$ cat config.mk
export PLATFORM = sky130hd
export DESIGN_NAME = rr_arbiter
export DESIGN_NICKNAME = d
export VERILOG_FILES = /design/src/rtl/rr_arbiter_pkg.sv /design/src/rtl/rr_pick.sv /design/src/rtl/rr_arbiter.sv
export SDC_FILE = /design/constraint.sdc
export NUM_CORES = 1
export LEC_CHECK = 0
export ABC_AREA = 1
export CELL_PAD_IN_SITES_DETAIL_PLACEMENT = 1
export CELL_PAD_IN_SITES_GLOBAL_PLACEMENT = 1
export CORE_MARGIN = 3
export CORE_UTILIZATION = 40
export DETAILED_ROUTE_END_ITERATION = 6
export PLACE_DENSITY = 0.81
export SYNTH_ARGS = -nofsm -noshare
export SYNTH_HDL_FRONTEND = slang
export SYNTH_SLANG_ARGS = --single-unit
$ cat constraint.sdc
create_clock -name clk -period 3.3 [get_ports clk]
set_clock_uncertainty 0.2 [all_clocks]
set_input_delay 0.66 -clock clk [delete_from_list [all_inputs] [get_ports clk]]
set_output_delay 0.66 -clock clk [all_outputs]
set_load 0.01 [all_outputs]
$ cat src/rtl/rr_arbiter_pkg.sv
// Shared types and elaboration helpers for the round-robin arbiter.
package rr_arbiter_pkg;

  typedef enum logic {
    ST_IDLE = 1'b0,
    ST_BUSY = 1'b1
  } state_e;

  function automatic int clog2(input int value);
    int r;
    r = 0;
    for (int i = 0; i < 31; i++) begin
      if ((1 << i) < value) r = i + 1;
    end
    return r;
  endfunction

  // Binary index of a one-hot vector of up to 64 bits; zero input yields 0.
  function automatic logic [5:0] oh2bin(input logic [63:0] oh);
    logic [5:0] b;
    b = '0;
    for (int i = 0; i < 64; i++) begin
      if (oh[i]) b = b | 6'(i);
    end
    return b;
  endfunction

endpackage

$ cat src/rtl/rr_pick.sv
// Combinational circular priority pick: first set bit of v scanning from
// position p upward, wrapping modulo N. Works for non-power-of-two N.
module rr_pick #(
  parameter int N = 8,
  parameter int W = 3
) (
  input  logic [N-1:0] v,
  input  logic [W-1:0] p,
  output logic [N-1:0] gnt,
  output logic         found
);

  logic [N-1:0] v_rot;
  logic [N-1:0] g_rot;

  // Doubling the vector turns a modulo-N rotate into a plain shift.
  always_comb begin
    v_rot = N'({v, v} >> p);
    g_rot = v_rot & (~v_rot + N'(1));
    gnt   = N'(({g_rot, g_rot} << p) >> N);
    found = |v;
  end

endmodule

$ cat src/rtl/rr_arbiter.sv
// Registered round-robin arbiter with grant locking until release.
// Optional tenure limit enabled by defining RR_ARBITER_MAXHOLD_EN.
module rr_arbiter
  import rr_arbiter_pkg::*;
#(
  parameter  int N       = 8,
  parameter  int MAXHOLD = 16,
  localparam int W       = clog2(N)
) (
  input  logic         clk,
  input  logic         rst,
  input  logic [N-1:0] req,
  input  logic         rel,
  output logic [N-1:0] grant,
  output logic [W-1:0] grant_idx,
  output logic         grant_vld
);

  localparam logic [W-1:0] LAST_IDX = W'(N - 1);

  state_e       state_q, state_d;
  logic [W-1:0] ptr_q, ptr_d;
  logic [W-1:0] idx_q, idx_d;
  logic [N-1:0] grant_q, grant_d;

  logic [N-1:0] r_other;
  logic [N-1:0] gnt_idle, gnt_hand;
  logic         found_idle, found_hand;
  logic [W-1:0] nxt_ptr;
  logic         owner_req;
  logic         hold_expired;
  logic         end_tenure;
  logic         load_grant;

  assign owner_req = |(req & grant_q);
  assign r_other   = req & ~grant_q;
  assign nxt_ptr   = (idx_q == LAST_IDX) ? '0 : idx_q + W'(1);

  rr_pick #(.N(N), .W(W)) u_pick_idle (
    .v     (req),
    .p     (ptr_q),
    .gnt   (gnt_idle),
    .found (found_idle)
  );

  rr_pick #(.N(N), .W(W)) u_pick_hand (
    .v     (r_other),
    .p     (nxt_ptr),
    .gnt   (gnt_hand),
    .found (found_hand)
  );

`ifdef RR_ARBITER_MAXHOLD_EN
  localparam int            CW        = (MAXHOLD > 1) ? clog2(MAXHOLD) : 1;
  localparam logic [CW-1:0] HOLD_LAST = CW'(MAXHOLD - 1);

  logic [CW-1:0] hold_q, hold_d;

  // Forced handover only when someone else is actually waiting.
  assign hold_expired = (hold_q == HOLD_LAST) && found_hand;

  always_comb begin
    hold_d = hold_q;
    if (load_grant) begin
      hold_d = '0;
    end else if (state_q == ST_BUSY && hold_q != HOLD_LAST) begin
      hold_d = hold_q + CW'(1);
    end
  end

  always_ff @(posedge clk) begin
    if (rst) hold_q <= '0;
    else     hold_q <= hold_d;
  end
`else
  localparam int unused_maxhold = MAXHOLD;
  assign hold_expired = 1'b0;
`endif

  assign end_tenure = rel | ~owner_req | hold_expired;

  always_comb begin
    state_d    = state_q;
    ptr_d      = ptr_q;
    idx_d      = idx_q;
    grant_d    = grant_q;
    load_grant = 1'b0;
    unique case (state_q)
      ST_IDLE: begin
        if (found_idle) begin
          grant_d    = gnt_idle;
          idx_d      = W'(oh2bin(64'(gnt_idle)));
          state_d    = ST_BUSY;
          load_grant = 1'b1;
        end
      end
      ST_BUSY: begin
        // The releasing owner is excluded from r_other, so it cannot win again here.
        if (end_tenure) begin
          ptr_d = nxt_ptr;
          if (found_hand) begin
            grant_d    = gnt_hand;
            idx_d      = W'(oh2bin(64'(gnt_hand)));
            load_grant = 1'b1;
          end else begin
            grant_d = '0;
            idx_d   = '0;
            state_d = ST_IDLE;
          end
        end
      end
      default: begin
        state_d = ST_IDLE;
        grant_d = '0;
        idx_d   = '0;
      end
    endcase
  end

  always_ff @(posedge clk) begin
    if (rst) begin
      state_q <= ST_IDLE;
      ptr_q   <= '0;
      idx_q   <= '0;
      grant_q <= '0;
    end else begin
      state_q <= state_d;
      ptr_q   <= ptr_d;
      idx_q   <= idx_d;
      grant_q <= grant_d;
    end
  end

  assign grant     = grant_q;
  assign grant_idx = idx_q;
  assign grant_vld = (state_q == ST_BUSY);

endmodule

### After elaboration in Yosys (flattened, before gate mapping)

Index checks and enable logic that the tools add are counted.

| operators by class | value |
|---|---|
| add/sub/neg operators | 3 |
| equality and inequality tests | 3 |
| shift operators | 4 |
| mux-type cells | 27 |
| bitwise logic cells | 10 |
| reductions and logical operators | 5 |

Operators with widths:

| operator | number |
|---|---|
| $mux 3 | 12 |
| $and 8x8->8 | 4 |
| $shl 16x3->16 | 2 |
| $shr 16x3->8 | 2 |
| $mux 8 | 3 |
| $not 8->8 | 3 |
| $reduce_or 8->1 | 3 |
| $add 8x1->8 const B | 2 |
| $pmux 8 s2 | 1 |
| $mux 2 | 4 |
| $pmux 3 s2 | 1 |
| $mux 1 | 5 |
| $reduce_and 2->1 | 2 |
| $add 3x1->3 const B | 1 |
| $eq 3x3->1 const B | 1 |
| $ne 2x1->1 const B | 1 |
| $ne 2x2->1 const B | 1 |
| $not 1->1 | 2 |
| $pmux 1 s2 | 1 |
| $or 1x1->1 | 1 |

| word-level totals | value |
|---|---|
| register bits after elaboration | 15 |
| bits of input ports | 11 |
| output and inout bits | 12 |
| word-level logic and storage cells | 56 |

### Logic depth before layout (Yosys ltp)

Gate-level depths: netlist (run 1).

| logic depth | value |
|---|---|
| depth after elaboration | 17 |
| gate-level depth with buffers | 21 |
| depth with buffers taken out | 20 |

### Modules after synthesis

From an unflattened synthesis (run 1), not the netlist that was laid out.

| second synthesis, totals | value |
|---|---|
| cell total of the unflattened synthesis | 458 |
| area total of the unflattened synthesis | 2352.3 µm² |

Modules (own cells, without submodules):

| module | instances | cells an instance | area an instance (µm²) |
|---|---|---|---|
| rr_pick | 2 | 152 | 706.9 |
| rr_arbiter | 1 | 154 | 938.4 |

### Worst setup path before layout (run 1)

No wires, ideal clock.

| timing | value |
|---|---|
| path type | reg-to-reg |
| start | register idx_q[0] (netlist: grant_idx[0]) |
| end | register idx_q[2] (netlist: grant_idx[2]) |
| library setup time | 0.122 ns |
| data arrival time | 2.187 ns |
| setup slack | 0.791 ns |
| cell stages (with the launch flop) | 20 |
| buffers on the path | 1 |
| cell sequence | dfxtp_1 > ha_1 > ha_1 > inv_1 > nand2_4 > buf_6 > nand2_2 > nand3_2 > nand3_2 > nand2_2 > nand3_4 > clkinv_4 > nand3_1 > nand3_1 > nand3_1 > nand2_1 > nor2_1 > nand2_1 > nand2_1 > a21oi_2 |

| on the way | value |
|---|---|
| longest elaborated chain between the ends | 14 |
| elaborated cells between the ends (all ways) | 15 |
| those cells by class | add/sub: 2; eq/ne: 1; shift: 2; mux: 8; bitwise: 2 |

Ends and longest elaborated chain:

| element | line | text |
|---|---|---|
| start: declaration | rr_arbiter.sv:23 | `logic [W-1:0] idx_q, idx_d;` |
| start signal: assignment | rr_arbiter.sv:129 | `idx_q <= idx_d;` |
| $add 3x1->3 or $eq 3x3->1 (tied branches) | rr_arbiter.sv:37 | `assign nxt_ptr = (idx_q == LAST_IDX) ? '0 : idx_q + W'(1);` |
| $mux 3 * | rr_arbiter.sv:37 |  |
| $shr 16x3->8 | rr_pick.sv:18 | `v_rot = N'({v, v} >> p);` |
| $not 8->8 | rr_pick.sv:19 | `g_rot = v_rot & (~v_rot + N'(1));` |
| $add 8x1->8 | rr_pick.sv:19 |  |
| $and 8x8->8 | rr_pick.sv:19 |  |
| $shl 16x3->16 * | rr_pick.sv:20 | `gnt = N'(({g_rot, g_rot} << p) >> N);` |
| $mux 3 (3 in series) | rr_arbiter_pkg.sv:23 | `if (oh[i]) b = b \| 6'(i);` |
| $mux 3 * | rr_arbiter_pkg.sv:23 |  |
| $mux 3 * | rr_arbiter.sv:101 | `if (found_hand) begin` |
| $mux 3 * | rr_arbiter.sv:99 | `if (end_tenure) begin` |
| $pmux 3 s2 * | rr_arbiter.sv:88 | `unique case (state_q)` |

Mark *: on every way between the ends. The rest lies on a longest branch, timed or not. The select of a mux whose other input is x is not followed.
A chain may end at the register's enable or synchronous reset.

### Final worst setup path (run 1)

| timing | value |
|---|---|
| start | register idx_q[0] (netlist: grant_idx[0]) |
| end | register idx_q[0] (netlist: grant_idx[0]) |

| on the way | value |
|---|---|
| longest elaborated chain between the ends | 17 |
| elaborated cells between the ends (all ways) | 18 |
| those cells by class | add/sub: 2; eq/ne: 1; shift: 2; mux: 11; bitwise: 2 |

Ends and longest elaborated chain:

| element | line | text |
|---|---|---|
| $add 3x1->3 or $eq 3x3->1 (tied branches) | rr_arbiter.sv:37 |  |
| $mux 3 * | rr_arbiter.sv:37 |  |
| via nxt_ptr[2] | rr_arbiter.sv:29 | `logic [W-1:0] nxt_ptr;` |
| $shr 16x3->8 | rr_pick.sv:18 |  |
| $not 8->8 | rr_pick.sv:19 |  |
| $add 8x1->8 | rr_pick.sv:19 |  |
| $and 8x8->8 | rr_pick.sv:19 |  |
| $shl 16x3->16 * | rr_pick.sv:20 |  |
| $mux 1 | rr_arbiter_pkg.sv:23 |  |
| $mux 2 (2 in series) | rr_arbiter_pkg.sv:23 |  |
| $mux 3 (3 in series) | rr_arbiter_pkg.sv:23 |  |
| $mux 3 * | rr_arbiter_pkg.sv:23 |  |
| $mux 3 * | rr_arbiter.sv:101 |  |
| $mux 3 * | rr_arbiter.sv:99 |  |
| $pmux 3 s2 * | rr_arbiter.sv:88 |  |

Mark *: on every way through the listed nets, which the timed path passes. The rest lies on a longest branch. The select of a mux whose other input is x is not followed.

==> impl_metrics.csv, run 1 <==
group,metric,value,unit
outcome,status,"complete, no violations",
routing,wl_per_cell,16.06,um
grt,antenna_found_initial,0,
critical_path,cp_cell_sequence,"ha_1 > ha_1 > inv_2 > nand3_1 > nand2_2 > nand3_4 > clkinv_4 > nand3_1 > nand3_1 > nand3_1 > nand2_1 > nor2_1 > nand2_1 > nand2_1 > a21oi_2",
cells_and_area,fin_area,0.002659,mm^2
floorplan,coreArea,0.005608,mm^2
yosys,synth_flop_cell,"dfxtp_1",
critical_path,crit_start,"grant_idx[0]",
critical_path,r2r-end,"grant_idx[0]",
critical_path,required,3240,ps
cells_and_area,final_core_util,0.4741,
placed_design,dpl.hpwl,6.602,mm
yosys,yosysTopAreaCellShare,0.2245,
yosys,synth-seq-cells,15,
yosys,synth_top_area_cell,"nand3_1",
run,cap_violations,0,
power,powerDensity,1262,mW/mm^2
yosys,yosysSeqAreaShare,0.1271,
grt,grt_max_degree,18,
routing,vias,2895,
sta,tightest_slew,448.5,ps
min_path,min_path_type,"flip-flop to flip-flop",
cells_and_area,area_delta_synth_final,12.49,%
clock_tree,clock_path_buffers,2,
clock_tree,clk_latency,260,ps
critical_path,critPathKind,"flip-flop to flip-flop",
critical_path,cpMaxStageDelayCell,"ha_1",
sta,fin_setup_tns,0,ps
grt,overflow,0,
clock_tree,h-tree-depth,1,
critical_path,timing.rr.start,"grant_idx[0]",
yosys,ys_async_sr_fraction,0,
yosys,synth_area_leaders,"nand3_1, nand2_1, dfxtp_1",
grt,grt_pass1_vias,2988,
yosys,synth_area,0.002364,mm^2
sta,fin_ws,238.8,ps
routing,via_per_inst,5.654,
yosys,synthesis.nets,437,
routing,wirelength,8.225,mm
routing,first_iter_violations,127,
sta,slew_violations,0,
power,p_leak,1.299,nW
grt,grt_pass1_wl,14.30,mm
grt,grt_usage,0.2443,
sta,slew_headroom,0.7010,
sta,period_needed,3061,ps
yosys,avgSynthCellArea,5.574,um^2
critical_path,end_kind,"flip-flop",
clock_tree,cts_tree,"built",
sta,hold_ws,378.0,ps
cells_and_area,drive_gt1_frac,0.1364,
routing,route.antenna.remaining_nets,0,
clock_tree,cts-root-buf,"clkbuf_8",
yosys,yosysWarnings,0,
cells_and_area,num_antenna_cells,0,
floorplan,rows,27,
routing,first_pass_iters,4,
critical_path,cp-endpoint,"grant_idx[0]",
clock_tree,cts_hold_buf,0,
yosys,synth_edf_count,0,
sta,fmax,326.7,MHz
sta,setup-violations-final,0,
floorplan,start_util,0.4215,
clock_tree,numCtsBuffers,3,
clock_tree,clk_pin_slew,60,ps
routing,top_layer,"met4",
floorplan,dieArea,0.006867,mm^2
power,p_total,3.356,mW
critical_path,crit_top_cell,"nand3_1",
placed_design,pre_cts_ws,106.4,ps
routing,drt-met1-wl,4.021,mm
placed_design,dp.cells,508,
sta,rsz0062_at_grt,"no",
power,max-vdd-ir-drop,884.5,uV
yosys,yosysMostFrequentCell,"nand2_1",
clock_tree,ctsResizeCount,0,
clock_tree,clock-sinks,15,
sta,hold_viol,0,
critical_path,ff2ff_path_depth,15,
placed_design,gp_congestion,0.8236,
yosys,synth_commonest_cells,"nand2_1, nand3_1, inv_1",
critical_path,r2r_slack,240,ps
cells_and_area,layout.nets,454,
critical_path,setup.worst_path.start_class,"flip-flop",
routing,met3WireLength,348,um
cells_and_area,fin_cells,512,
placed_design,portBuffers,22,
floorplan,ios,23,
clock_tree,postCtsSetupBuffers,0,
critical_path,cp_slowest_stage_delay,560,ps
yosys,yosysUniqueCellTypes,35,
yosys,synth_cells,424,
routing,drc_errors,0,
sta,period_share,0.9276,
floorplan,die_h,82.87,um
floorplan,dieWidth,82.87,um
critical_path,worstPathArrival,3000,ps
placed_design,placed_cell_area,0.002613,mm^2
critical_path,crit_fanout,17,
routing,wl_met2,3.771,mm
[critical path: cells and delay by family, from the launching register on]
family / cells / cell delay [ps]
adders and majority gates: 2 / 790
DFF: 1 / 380
buffers and inverters: 2 / 340
AOI/OAI and AO/OA: 1 / 50
and+or+nand+nor: 10 / 1180
[routing by layer]
metal  vias up  GRT usage
li1       1453          -
met5         -          0
met2        69     0.4162
met3        11    0.02877
met1      1362     0.3315
met4         0    0.04755
[worst min-delay path by stage]
| stage | start | endpoint | slack (ps) | depth (start not counted) |
|---|---|---|---|---|
| 3_5_place_dp | grant[0] | grant[0] | 360 | 2 |
| 3_3_place_gp | grant[0] | grant[0] | 350 | 2 |
| 2_1_floorplan | grant[0] | grant[0] | 350 | 2 |
| 5_1_grt | grant[0] | grant[0] | 430 | 2 |
| 4_1_cts | grant[0] | grant[0] | 380 | 2 |
| 6_report | grant[2] | grant[2] | 380 | 2 |
[cells by family (layout without fill, tap and decap cells)]
kind of cell               count (synthesis)  after routing  synth area share
buffers and inverters                     56             72            0.1181
DFF                                       15             15            0.1271
and+or+nand+nor                          303            303            0.6247
AOI/OAI and AO/OA                         48             48            0.1196
adders and majority gates                  2              2           0.01059
[cell usage in the layout (no fill, tap or decap)]
cell type / instances
nand2_1: 132
nand3_2: 11
nor2_8: 1
a21oi_1: 9
nor2_2: 5
nand3_4: 1
nor2_1: 17
nand4_1: 6
o22ai_1: 1
clkinv_4: 1
o21ai_0: 18
clkinv_2: 1
o211ai_1: 3
and2_1: 5
inv_4: 1
nand2_4: 3
a21oi_2: 2
buf_4: 10
o21ai_2: 1
clkdlybuf4s50_1: 22
nor2_4: 1
a41o_1: 1
a21o_1: 1
inv_1: 28
inv_2: 5
clkbuf_8: 3
ha_1: 2
o21ai_1: 4
nand2_2: 14
nor4_1: 1
clkinv_1: 1
dfxtp_1: 15
a31oi_1: 6
nand3_1: 106
a221oi_1: 2
[flip-flops by register name, indices dropped and copies added (netlist names)]
signal and count:
ptr_q 3, grant 8, grant_idx 3, grant_vld 1
[cell type report]
cell class / instances / area, um^2
timing repair buffer: 32 / 295.3
multi-input combinational: 353 / 1784
clock inverter: 1 / 5.005
inverter: 36 / 142.6
fill: 852 / 2949
sequential: 15 / 300.3
tap: 72 / 90.09
clock buffer: 3 / 41.29
[where the power goes]
group | total [mW] | switching (mW) | internal (mW)
clock | 0.159 | 0.0749 | 0.0840
sequential | 0.342 | 0.0925 | 0.249
combinational | 2.86 | 1.93 | 0.929
Note: power is estimated with default switching activity, not from simulation.
==> run 2: changes to the inputs <==
Settings changed: SLEW_MARGIN from default to 10.
==> results of run 2 <==
No change in the layout: final DEF, timing and power equal those of run 1.
==> run 3: changes to the inputs <==
Settings changed: ABC_AREA 1 to 0, CORE_UTILIZATION 40 to 43, SLEW_MARGIN 10 to default.
==> impl_metrics.csv, run 3 <==
group,metric,value,unit
sta,slew_headroom,0.2072,
cells_and_area,largest_reg_flops,8,
sta,slew_violations,0,
placed_design,dpl.hpwl,8.105,mm
run,cap_violations,0,
min_path,hold_path_depth,2,
clock_tree,h-tree-depth,1,
floorplan,die_h,78.43,um
sta,tightest_slew,1189,ps
grt,antenna_found_initial,0,
yosys,synth_top_area_cell,"dfxtp_1",
critical_path,end_kind,"flip-flop",
placed_design,dp.cells,430,
clock_tree,clock-sinks,15,
cells_and_area,fin_cells,446,
yosys,yosysSeqAreaShare,0.1331,
grt,grt_pass1_wl,19.22,mm
floorplan,coreArea,0.004880,mm^2
sta,setup-violations-final,10,
power,p_total,3.392,mW
cells_and_area,num_antenna_cells,0,
cells_and_area,layout_commonest_cell,"buf_4",
outcome,status,"finished with violations",
yosys,yosysTopAreaCellShare,0.1331,
yosys,yosysWarnings,0,
critical_path,timing.rr.start,"grant_idx[0]",
power,p_leak,1.335,nW
grt,grt_pass1_vias,3328,
critical_path,critPathKind,"flip-flop to flip-flop",
yosys,synth_commonest_cells,"nor2_1, nand2_1, clkbuf_1",
yosys,synth_area,0.002256,mm^2
routing,vias,3515,
clock_tree,cts_tree,"built",
yosys,synth_flop_cell,"dfxtp_1",
cells_and_area,final_core_util,0.6905,
floorplan,start_util,0.4623,
sta,hold_ws,475.3,ps
yosys,synthesis.nets,313,
yosys,yosysMostFrequentCell,"nor2_1",
power,powerDensity,1007,mW/mm^2
sta,period_needed,3593,ps
routing,first_iter_violations,496,
yosys,avgSynthCellArea,7.520,um^2
floorplan,dieArea,0.006151,mm^2
floorplan,dieWidth,78.43,um
yosys,synth_edf_count,0,
sta,hold_viol,0,
routing,wl_per_cell,33.18,um
routing,wirelength,14.80,mm
clock_tree,clock_path_buffers,2,
cells_and_area,area_delta_synth_final,49.36,%
yosys,synth-seq-cells,15,
min_path,min_path_type,"flip-flop to flip-flop",
floorplan,ios,23,
grt,grt_max_degree,25,
grt,overflow,0,
critical_path,r2r-end,"grant[7]",
cells_and_area,layout.nets,393,
cells_and_area,fin_area,0.003369,mm^2
routing,first_pass_iters,7,
outcome,violations,"negative setup slack",
clock_tree,numCtsBuffers,3,
sta,fmax,278.3,MHz
routing,via_per_inst,7.881,
yosys,synth_cells,300,
routing,route.antenna.remaining_nets,0,
sta,period_share,1.089,
clock_tree,cts-root-buf,"clkbuf_8",
sta,fin_setup_tns,-1667,ps
min_path,holdPathEnd,"grant[4]",
placed_design,portBuffers,22,
cells_and_area,mostFrequentLayoutCells,"buf_4, nor2_1, nand2_1",
critical_path,crit_fanout,7,
cells_and_area,fillers,566,
clock_tree,clk_pin_slew,70,ps
yosys,yosysUniqueCellTypes,63,
min_path,min_from,"grant[4]",
yosys,synth_area_leaders,"dfxtp_1, mux4_2, mux2i_1",
critical_path,worstPathArrival,3530,ps
yosys,ys_async_sr_fraction,0,
critical_path,setup.worst_path.start_class,"flip-flop",
grt,grt_usage,0.4066,
placed_design,gp_congestion,0.9895,
critical_path,ff2ff_path_depth,12,
sta,rsz0062_at_grt,"yes",
critical_path,required,3240,ps
clock_tree,cts_hold_buf,0,
critical_path,r2r_slack,-290,ps
clock_tree,clk_latency,250,ps
power,max-vdd-ir-drop,557.4,uV
cells_and_area,drive_gt1_frac,0.4037,
placed_design,pre_cts_ws,-412.8,ps
placed_design,placed_cell_area,0.002982,mm^2
floorplan,rows,25,
routing,drc_errors,0,
sta,fin_ws,-292.8,ps
-- run 3: worst max-delay path, stage by stage (launching register included) --
cell	delay [ps]
dfxtp_4	360
ha_4	180
ha_4	170
or2_4	290
buf_4	170
mux4_2	380
mux2_4	370
nor4_4	330
o21a_2	240
buf_4	130
mux4_2	290
nand2_2	90
a311oi_2	300
-- run 3: how the worst max path moves through the flow --
stage	from	to	slack (ps)	cells after the start
after floorplan	grant_idx[1]	grant_idx[2]	4	12
after global placement	req[5]	grant_idx[1]	-330	10
after detailed placement	req[5]	grant_idx[1]	-410	11
after CTS	grant_idx[0]	grant_idx[2]	5	10
after global routing	req[5]	grant_idx[2]	-360	10
final	grant_idx[0]	grant[7]	-290	12
-- run 3: cells by family after synthesis --
| kind of cell | Yosys count | share of synthesized area |
|---|---|---|
| and+or+nand+nor | 127 | 0.2929 |
| AOI/OAI and AO/OA | 90 | 0.2768 |
| muxes | 36 | 0.2274 |
| buffers and inverters | 30 | 0.05878 |
| DFF | 15 | 0.1331 |
| adders and majority gates | 2 | 0.01109 |
-- run 3: cell type report --
| type | instances | area (um^2) | share of cell area |
|---|---|---|---|
| well taps | 67 | 83.83 | 0.02488 |
| flip-flops and latches | 15 | 305.3 | 0.09061 |
| multi-input cells | 255 | 2100 | 0.6231 |
| clock buffers | 4 | 45.04 | 0.01337 |
| inverters | 6 | 22.52 | 0.006684 |
| repair buffers | 99 | 813.3 | 0.2414 |
-- run 3: where the power goes --
part / internal [mW] / leakage, nW / switching, mW
clock: 0.0857 / 0.0228 / 0.0739
sequential: 0.240 / 0.124 / 0.118
combinational: 1.21 / 1.19 / 1.67
-- run 3: repair_timing --
item	4_1_cts	5_1_grt
pin swaps	15	8
resized for setup	48	23
setup endpoints to repair	10	11
setup buffers	6	6
-- run 3: metal layers --
| layer | wire, um | up-vias | GRT usage |
|---|---|---|---|
| met5 | 0 | - | 0 |
| met4 | 1371 | 0 | 0.2220 |
| met3 | 1888 | 152 | 0.09060 |
| li1 | - | 1329 | - |
| met2 | 6489 | 370 | 0.6772 |
| met1 | 5047 | 1664 | 0.4841 |
